===== src/rtl/mul_pkg.sv =====
// Shared definitions for the shared shift-add multiplier controller.
package mul_pkg;

    // Default operand width; also the number of step cycles per multiply.
    localparam int N_DEFAULT = 4;

    // Controller state encoding.
    typedef enum logic [1:0] {
        IDLE = 2'b00,
        RUN  = 2'b01,
        DONE = 2'b10
    } state_t;

    // Width of a counter that must hold the values 0..n.
    function automatic int cnt_width(input int n);
        return $clog2(n + 1);
    endfunction

endpackage


===== src/rtl/mul_shift_add_dp.sv =====
// Shift-add multiplier datapath: operand registers, 2N-bit accumulator and step counter.
// load captures fresh operands and clears acc/count; step performs one add/shift step.
module mul_shift_add_dp
    import mul_pkg::*;
#(
    parameter int N     = N_DEFAULT,
    parameter int CNT_W = cnt_width(N)
) (
    input  logic           clk,
    input  logic           rst,
    input  logic           load,
    input  logic           step,
    input  logic [N-1:0]   a,
    input  logic [N-1:0]   b,
    output logic [2*N-1:0] acc,
    output logic           last_step
);

    logic [2*N-1:0] a_reg;
    logic [N-1:0]   b_reg;
    logic [2*N-1:0] acc_reg;
    logic [CNT_W-1:0] cnt_reg;

    logic [2*N-1:0] addend;
    logic [2*N-1:0] acc_next;
    logic [N-1:0]   b_next;

    // Multiplicand is kept zero-extended so the shift never loses bits.
    assign addend   = a_reg << cnt_reg;

    // Conditional add of the shifted multiplicand and right shift of the multiplier.
    always_comb begin
        acc_next = acc_reg;
        b_next   = b_reg >> 1;
        if (b_reg[0]) begin
            acc_next = acc_reg + addend;
        end
    end

    // Datapath registers; load has priority over step.
    always_ff @(posedge clk) begin
        if (rst) begin
            a_reg   <= '0;
            b_reg   <= '0;
            acc_reg <= '0;
            cnt_reg <= '0;
        end else if (load) begin
            a_reg   <= {{N{1'b0}}, a};
            b_reg   <= b;
            acc_reg <= '0;
            cnt_reg <= '0;
        end else if (step) begin
            acc_reg <= acc_next;
            b_reg   <= b_next;
            cnt_reg <= cnt_reg + 1'b1;
        end
    end

    assign acc       = acc_reg;
    assign last_step = (cnt_reg == CNT_W'(N - 1));

endmodule


===== src/rtl/mul_share_ctrl.sv =====
// Two-port round-robin front end for a single shift-add multiplier.
// Arbitrates in IDLE, runs N step cycles, then holds the tagged product until the
// consumer takes it. The port just served loses priority for the next arbitration.
module mul_share_ctrl
    import mul_pkg::*;
#(
    parameter int N = N_DEFAULT
) (
    input  logic           clk,
    input  logic           rst,
    input  logic           req0_valid,
    input  logic [N-1:0]   req0_a,
    input  logic [N-1:0]   req0_b,
    output logic           req0_ready,
    input  logic           req1_valid,
    input  logic [N-1:0]   req1_a,
    input  logic [N-1:0]   req1_b,
    output logic           req1_ready,
    output logic           resp_valid,
    input  logic           resp_ready,
    output logic           resp_id,
    output logic [2*N-1:0] resp_p,
    output logic           busy
);

    localparam int CNT_W = cnt_width(N);

    state_t state_reg, state_next;
    logic   prio_reg, prio_next;
    logic   id_reg, id_next;

    logic           grant0, grant1;
    logic           accept;
    logic           handshake;
    logic           dp_load, dp_step;
    logic [N-1:0]   sel_a, sel_b;
    logic [2*N-1:0] dp_acc;
    logic           dp_last;

    // Round-robin grant: a lone requester wins, a tie goes to the priority holder.
    always_comb begin
        grant0 = req0_valid && (!req1_valid || !prio_reg);
        grant1 = req1_valid && (!req0_valid ||  prio_reg);
    end

    // Ready only in IDLE and never while reset is held, so nothing is taken during reset.
    assign req0_ready = (state_reg == IDLE) && !rst && grant0;
    assign req1_ready = (state_reg == IDLE) && !rst && grant1;

    assign accept    = (req0_valid && req0_ready) || (req1_valid && req1_ready);
    assign handshake = (state_reg == DONE) && resp_ready;

    // Operands of the winning port feed the datapath load.
    assign sel_a = grant1 ? req1_a : req0_a;
    assign sel_b = grant1 ? req1_b : req0_b;

    assign dp_load = accept;
    assign dp_step = (state_reg == RUN);

    mul_shift_add_dp #(
        .N     (N),
        .CNT_W (CNT_W)
    ) u_dp (
        .clk       (clk),
        .rst       (rst),
        .load      (dp_load),
        .step      (dp_step),
        .a         (sel_a),
        .b         (sel_b),
        .acc       (dp_acc),
        .last_step (dp_last)
    );

    // Next-state, priority and owner-id logic.
    always_comb begin
        state_next = state_reg;
        prio_next  = prio_reg;
        id_next    = id_reg;
        case (state_reg)
            IDLE: begin
                if (accept) begin
                    state_next = RUN;
                    id_next    = grant1;
                end
            end
            RUN: begin
                if (dp_last) begin
                    state_next = DONE;
                end
            end
            DONE: begin
                if (handshake) begin
                    state_next = IDLE;
                    prio_next  = ~id_reg;
                end
            end
            default: begin
                state_next = IDLE;
            end
        endcase
    end

    // Controller registers; reset discards any transaction in flight.
    always_ff @(posedge clk) begin
        if (rst) begin
            state_reg <= IDLE;
            prio_reg  <= 1'b0;
            id_reg    <= 1'b0;
        end else begin
            state_reg <= state_next;
            prio_reg  <= prio_next;
            id_reg    <= id_next;
        end
    end

    // The accumulator is frozen in DONE, so it drives the product directly.
    assign resp_valid = (state_reg == DONE);
    assign resp_p     = dp_acc;
    assign resp_id    = id_reg;
    assign busy       = (state_reg != IDLE);

endmodule


===== config.mk =====
export PLATFORM = sky130hd
export DESIGN_NAME = mul_share_ctrl
export DESIGN_NICKNAME = d
export VERILOG_FILES = /design/src/rtl/mul_pkg.sv /design/src/rtl/mul_shift_add_dp.sv /design/src/rtl/mul_share_ctrl.sv
export SDC_FILE = /design/constraint.sdc
export NUM_CORES = 1
export LEC_CHECK = 0
export CORE_ASPECT_RATIO = 0.8
export CORE_MARGIN = 3
export CORE_UTILIZATION = 53
export DETAILED_ROUTE_END_ITERATION = 16
export PLACE_DENSITY = 0.84
export SYNTH_ARGS = -nofsm -noshare
export SYNTH_HDL_FRONTEND = slang
export SYNTH_SLANG_ARGS = --single-unit

===== constraint.sdc =====
create_clock -name clk -period 5.7 [get_ports clk]
set_input_delay 1.14 -clock clk [delete_from_list [all_inputs] [get_ports clk]]
set_output_delay 1.14 -clock clk [all_outputs]
set_load 0.05 [all_outputs]

==> impl_metrics.tcl, run 1 <==
set metrics [dict create \
    status "completed" \
    crit_end "req0_ready" \
    max-slew-margin-rel_pct 53.3 \
    fill_cells 214 \
    nNetsFinal 234 \
    rsz0062_at_grt "no" \
    area_growth_pct 23.9 \
    routed-wl-met3_um 293 \
    cpPeakStageDelay_ps 870 \
    antenna_found_initial 0 \
    clkSlewWorstSetupHoldPaths_ps 130 \
    die_x_um 64.8 \
    regToRegSetupSlack_ps 2730 \
    grt_max_degree 16 \
    hp-class "register to register" \
    vdd_drop_max_mv 0.128 \
    dp_hpwl_mm 2.90 \
    comb_power_share_pct 28.3 \
    leakagePower_nw 0.689 \
    routed_via_density 5.90 \
    total_power_w 0.000371 \
    period_minus_slack_ps 4680 \
    power.switching_w 0.000127 \
    maxSlewViolCount 0 \
    drt-met1-wl_mm 1.65 \
    cp_cell_sequence "clkdlybuf4s50_1, or3_1, a211oi_1, clkdlybuf4s50_1" \
    rows 16 \
    ctsResizeCount 0 \
    drv_cap 0 \
    synth.ff_latch_count 23 \
    rr_startpoint "u_dp.cnt_reg[0]" \
    synth_nets 206 \
    cts_buffers 3 \
    hold_viol 0 \
    intPower_w 0.000245 \
    tightest_slew_ps 698 \
    wire_per_inst_um 15.9 \
    ant_nets 0 \
    netlist_area_um2 1470 \
    stdcell_area_um2 1820 \
    synth_cells 175 \
    async_flop_share_pct 0 \
    n_antenna_cell 0 \
    largest_reg_flops 8 \
    gp_congestion 0.866 \
    grt_pass1_wl_mm 6.45 \
    die_h_um 53.1 \
    vias 1405 \
    grt.overflow.total 0 \
    crit_path_start_kind "input pin" \
    startpoint "rst" \
    r2r.worst_path.cells 9 \
    seq_power_share_pct 49.6 \
    clock_power_share_pct 22.1 \
    setup_viol 0 \
    layout_commonest_cell "clkdlybuf4s50_1" \
    routed.top_layer "met4" \
    drive_gt1_share_pct 7.92 \
    synth_top_flop_cell "dfxtp_1" \
    detail_route.iter0.violations 116 \
    ys_seq_area_share_pct 31.4 \
    fin_util_pct 71.5 \
    grt_pass1_vias 1394 \
    ys_warn_count 0 \
    worst_skew_pair.late_latency_ps 330 \
    route.detailed.drc 0 \
    dr.pass1.iters 4 \
    critPathRequiredTime_ps 4560 \
    final_cell_mix "clkdlybuf4s50_1, dfxtp_1, nand2_1" \
    setup_tns_ps 0 \
    clock_skew_ps 5.73 \
    grtUsageTotal_pct 24.3 \
    ctsHtreeMaxLevel 1 \
    cts_buffer_depth 2 \
    numPortBuffers 33 \
    cp_data_arrival_time_ps 3540 \
    hold_buffers 0 \
    path_class "input pin to output pin" \
    slowest_stage "clkdlybuf4s50_1" \
    synth.distinct_cells 44 \
    cp_max_fo 15 \
    layout_worst_path_cycle_share_pct 82.0 \
    power_density_nw_per_um2 204 \
    dieArea_um2 3440 \
    syn_area_per_cell_um2 8.39 \
    route.met2.wl_mm 1.80 \
    cpMostUsedCell "clkdlybuf4s50_1" \
    cts_setup_buffers 0 \
    fmax_ghz 0.214 \
    ios 34 \
    cts_tree "built" \
    cts_sinks 23 \
    dpl_cell_area_um2 1790 \
    switching_share_pct 34.1 \
    r2r_end "u_dp.acc[7]" \
    synth-edff-count 0 \
    root_buffer "clkbuf_4" \
    start_util_pct 57.7 \
    drt_wl_total_mm 3.77 \
    hold-path-cell-count 2 \
    fp.coreArea_um2 2540 \
    end_kind "output pin" \
]
[kinds of logic (layout without fill, tap and decap cells)]
| family | Yosys count | in the layout | share of synthesized area (%) |
|---|---|---|---|
| compound gates | 42 | 42 | 19.4 |
| xor+xnor | 2 | 2 | 1.19 |
| fa+ha+maj | 10 | 10 | 9.04 |
| buf+inv | 17 | 44 | 5.37 |
| flops | 23 | 23 | 31.4 |
| mux | 15 | 15 | 11.5 |
| simple gates | 66 | 66 | 22.1 |
[Yosys cell counts, drive strengths merged (2+ instances only)]
master,count,area [um2]
dfxtp,23,460
nand2,21,78.8
nor2,15,56.3
a21oi,12,60.1
ha,9,113
mux2i,9,90.1
a211oi,8,60.1
inv,7,26.3
buf,5,33.8
clkbuf,5,18.8
mux2,5,56.3
nand3,5,25.0
and2,4,26.3
o21ai,4,23.8
a22oi,3,22.5
nand2b,3,18.8
nor2b,3,18.8
nor3,3,15.0
o31ai,3,22.5
or3,3,18.8
and3,2,12.5
o211ai,2,15.0
o21a,2,15.0
o22ai,2,12.5
or2,2,12.5
xnor2,2,17.5
[area by class of cell]
| type | instances | area (um2) | share of cell area [%] |
|---|---|---|---|
| Clock buffer | 3 | 22.5 | 1.24 |
| Clock inverter | 1 | 5.00 | 0.275 |
| Inverter | 7 | 26.3 | 1.45 |
| Multi-Input combinational cell | 135 | 928 | 51.1 |
| Sequential cell | 23 | 460 | 25.3 |
| Tap cell | 36 | 45.0 | 2.48 |
| Timing Repair Buffer | 33 | 330 | 18.2 |
[routing by layer]
layer,track usage (%),up-vias
met5,0,-
met4,6.67,0
met3,5.73,4
met2,41.9,59
met1,30.5,660
li1,-,682
[worst max-delay path: cells and delay by family]
kind	cells	cell delay (ps)
buffers and inverters	2	1520
and+or+nand+nor	1	530
AOI/OAI and AO/OA	1	330
[how the worst min path moves through the flow]
stage	startpoint	end	slack, ps
3_3_place_gp	u_dp.b_reg[3]	u_dp.b_reg[3]	450
4_1_cts	u_dp.acc[7]	u_dp.acc[7]	480
2_1_floorplan	u_dp.b_reg[3]	u_dp.b_reg[3]	440
3_5_place_dp	u_dp.acc[7]	u_dp.acc[7]	470
5_1_grt	u_dp.b_reg[0]	u_dp.b_reg[0]	520
6_report	u_dp.acc[7]	u_dp.acc[7]	490
[stage by stage]
step	setup slack, ps	hold slack (ps)	instances
2_1_floorplan	1750	444	175
3_3_place_gp	1190	454	234
3_5_place_dp	1070	466	234
4_1_cts	1050	484	238
5_1_grt	840	522	238
6_report	1020	486	238
[power by group through the flow]
stage	logic [W]	registers [W]	clock network, W
global route	0.000114	0.000186	0.0000895
CTS	0.000104	0.000184	0.0000833
detailed placement	0.000103	0.000187	0
finish	0.000105	0.000184	0.0000822
floorplan	0.0000743	0.000185	0
global placement	0.0000988	0.000186	0
(Power assumes the default switching activity.)
==> run 2: changes to the inputs <==
Settings changed: CORE_UTILIZATION 53 to 45, PLACE_DENSITY 0.84 to 0.76.
Clock period 5.7 ns to 4.3 ns, I/O delays scaled along.
==> run 2 against run 1 <==
Global-route usage fell by 6.9 points. Utilization is 8.5 points lower. Sequential power up 32%. Worst hold slack worse by 23 ps. Flip-flop and latch count unchanged. Non-clock buffer count up 2. Combinational power grew 30%. Power increased by 38%. Clock-buffer cell count grew 1. Cell area up 1.8%. Largest cell class unchanged. Largest power group unchanged.
==> impl_metrics.tcl, run 2 (synthesized netlist as in run 1, its figures left out) <==
set metrics [dict create \
    fmax_ghz 0.288 \
    dp.cells 238 \
    drt_wl_total_mm 3.32 \
    regToRegSetupSlack_ps 1480 \
    cts_buffers 3 \
    final_cell_mix "clkdlybuf4s50_1, dfxtp_1, nand2_1" \
    ctsHtreeMaxLevel 1 \
    hold_buffers 0 \
    cts_setup_buffers 0 \
    cp_data_arrival_time_ps 2620 \
    grt.overflow.total 0 \
    antenna_found_initial 0 \
    grt_max_degree 15 \
    maxSlewViolCount 0 \
    cts_buffer_depth 2 \
    worst_skew_pair.late_latency_ps 270 \
    area_growth_pct 26.1 \
    layout_commonest_cell "clkdlybuf4s50_1" \
    fp.coreArea_um2 2940 \
    die_h_um 57.1 \
    dpl_cell_area_um2 1810 \
    seq_area_um2 460 \
    final_cell_count_no_fill 242 \
    fill_cells 260 \
    dp_slack_ps 824 \
    clkSlewWorstSetupHoldPaths_ps 80 \
    ant_nets 0 \
    nNetsFinal 236 \
    die_x_um 69.9 \
    grt_pass1_wl_mm 5.71 \
    end_kind "output pin" \
    dp_hpwl_mm 2.61 \
    grtUsageTotal_pct 17.4 \
    start_util_pct 50.0 \
    leakagePower_nw 0.705 \
    status "completed" \
    cpMostUsedCell "clkdlybuf4s50_1" \
    min_from "u_dp.b_reg[3]" \
    tightest_slew_ps 719 \
    numPortBuffers 33 \
    cp_max_fo 6 \
    startpoint "rst" \
    critPathRequiredTime_ps 3440 \
    grt_pass1_vias 1285 \
    cp_cell_sequence "clkdlybuf4s50_1, or3_1, nor2_1, clkdlybuf4s50_1" \
    r2r_end "u_dp.acc[7]" \
    wire_per_inst_um 13.7 \
    root_buffer "clkbuf_8" \
    slowest_stage "clkdlybuf4s50_1" \
    vdd_drop_max_mv 0.163 \
    power_density_nw_per_um2 278 \
    crit_end "req1_ready" \
    drive_gt1_share_pct 8.82 \
    whs_ps 463 \
    clock_skew_ps 3.43 \
    ios 34 \
    rows 17 \
    vias 1365 \
    rr_startpoint "u_dp.cnt_reg[0]" \
    rsz0062_at_grt "no" \
    layout_worst_path_cycle_share_pct 80.8 \
    hold_viol 0 \
    r2r.worst_path.cells 9 \
    cts_sinks 23 \
    n_antenna_cell 0 \
    gp_congestion 0.782 \
    max-slew-margin-rel_pct 51.9 \
    drv_cap 0 \
    path_class "input pin to output pin" \
    ctsResizeCount 0 \
    dr.pass1.iters 4 \
    period_minus_slack_ps 3480 \
    cts_tree "built" \
    setup_tns_ps 0 \
    dieArea_um2 3990 \
    stdcell_area_um2 1850 \
    post-route-worst-setup-slack_ps 825 \
    hp-class "register to register" \
    route.detailed.drc 0 \
    multiInputGateArea_um2 928 \
    setup_viol 0 \
    crit_path_start_kind "input pin" \
    largest_reg_flops 8 \
    routed_via_density 5.64 \
    cpPeakStageDelay_ps 810 \
    detail_route.iter0.violations 104 \
]
-- run 2: changes by cell type in the layout (fill, tap and decap cells not counted) --
cell             delta
clkinv_2            -1
clkbuf_4            -3
clkdlybuf4s50_1     -1
clkbuf_1            +1
clkbuf_8            +3
buf_4               +3
-- run 2: per-layer routing --
| metal | track usage (%) | wire length [um] |
|---|---|---|
| met4 | 4.92 | 45 |
| met1 | 24.1 | 1660 |
| met2 | 27.1 | 1470 |
| met5 | 0 | 0 |
| met3 | 4.40 | 146 |
-- run 2: cell type report --
class / instances / area share, %
clock buffer: 4 / 2.43
inverter: 7 / 1.42
multi-input combinational: 135 / 50.2
sequential: 23 / 24.9
tap: 38 / 2.57
timing repair buffer: 35 / 18.5
-- run 2: metrics by stage --
stage / util [%] / power (W)
after global routing: 63.0 / 0.000543
after detailed placement: 61.5 / 0.000383
final: 63.0 / 0.000514
after CTS: 63.0 / 0.000518
after floorplan: - / 0.000344
after global placement: 61.5 / 0.000378
-- run 2: critical path: cells and delay by family --
family | cells | cell delay [ps]
buffers and inverters | 2 | 1220
AND/OR/NAND/NOR | 2 | 530
-- run 2: power by group --
part,internal (W),switching [W]
logic,0.0000633,0.0000726
registers,0.000226,0.0000165
clock network,0.0000663,0.0000690
total,0.000356,0.000158
-- run 2: worst min path at each step --
stage,end,slack (ps),cells past startpoint
final,u_dp.b_reg[3],460,2
after global routing,u_dp.b_reg[3],510,2
after detailed placement,u_dp.b_reg[3],460,2
after floorplan,u_dp.b_reg[3],440,2
after global placement,u_dp.b_reg[3],460,2
after CTS,u_dp.b_reg[3],470,2
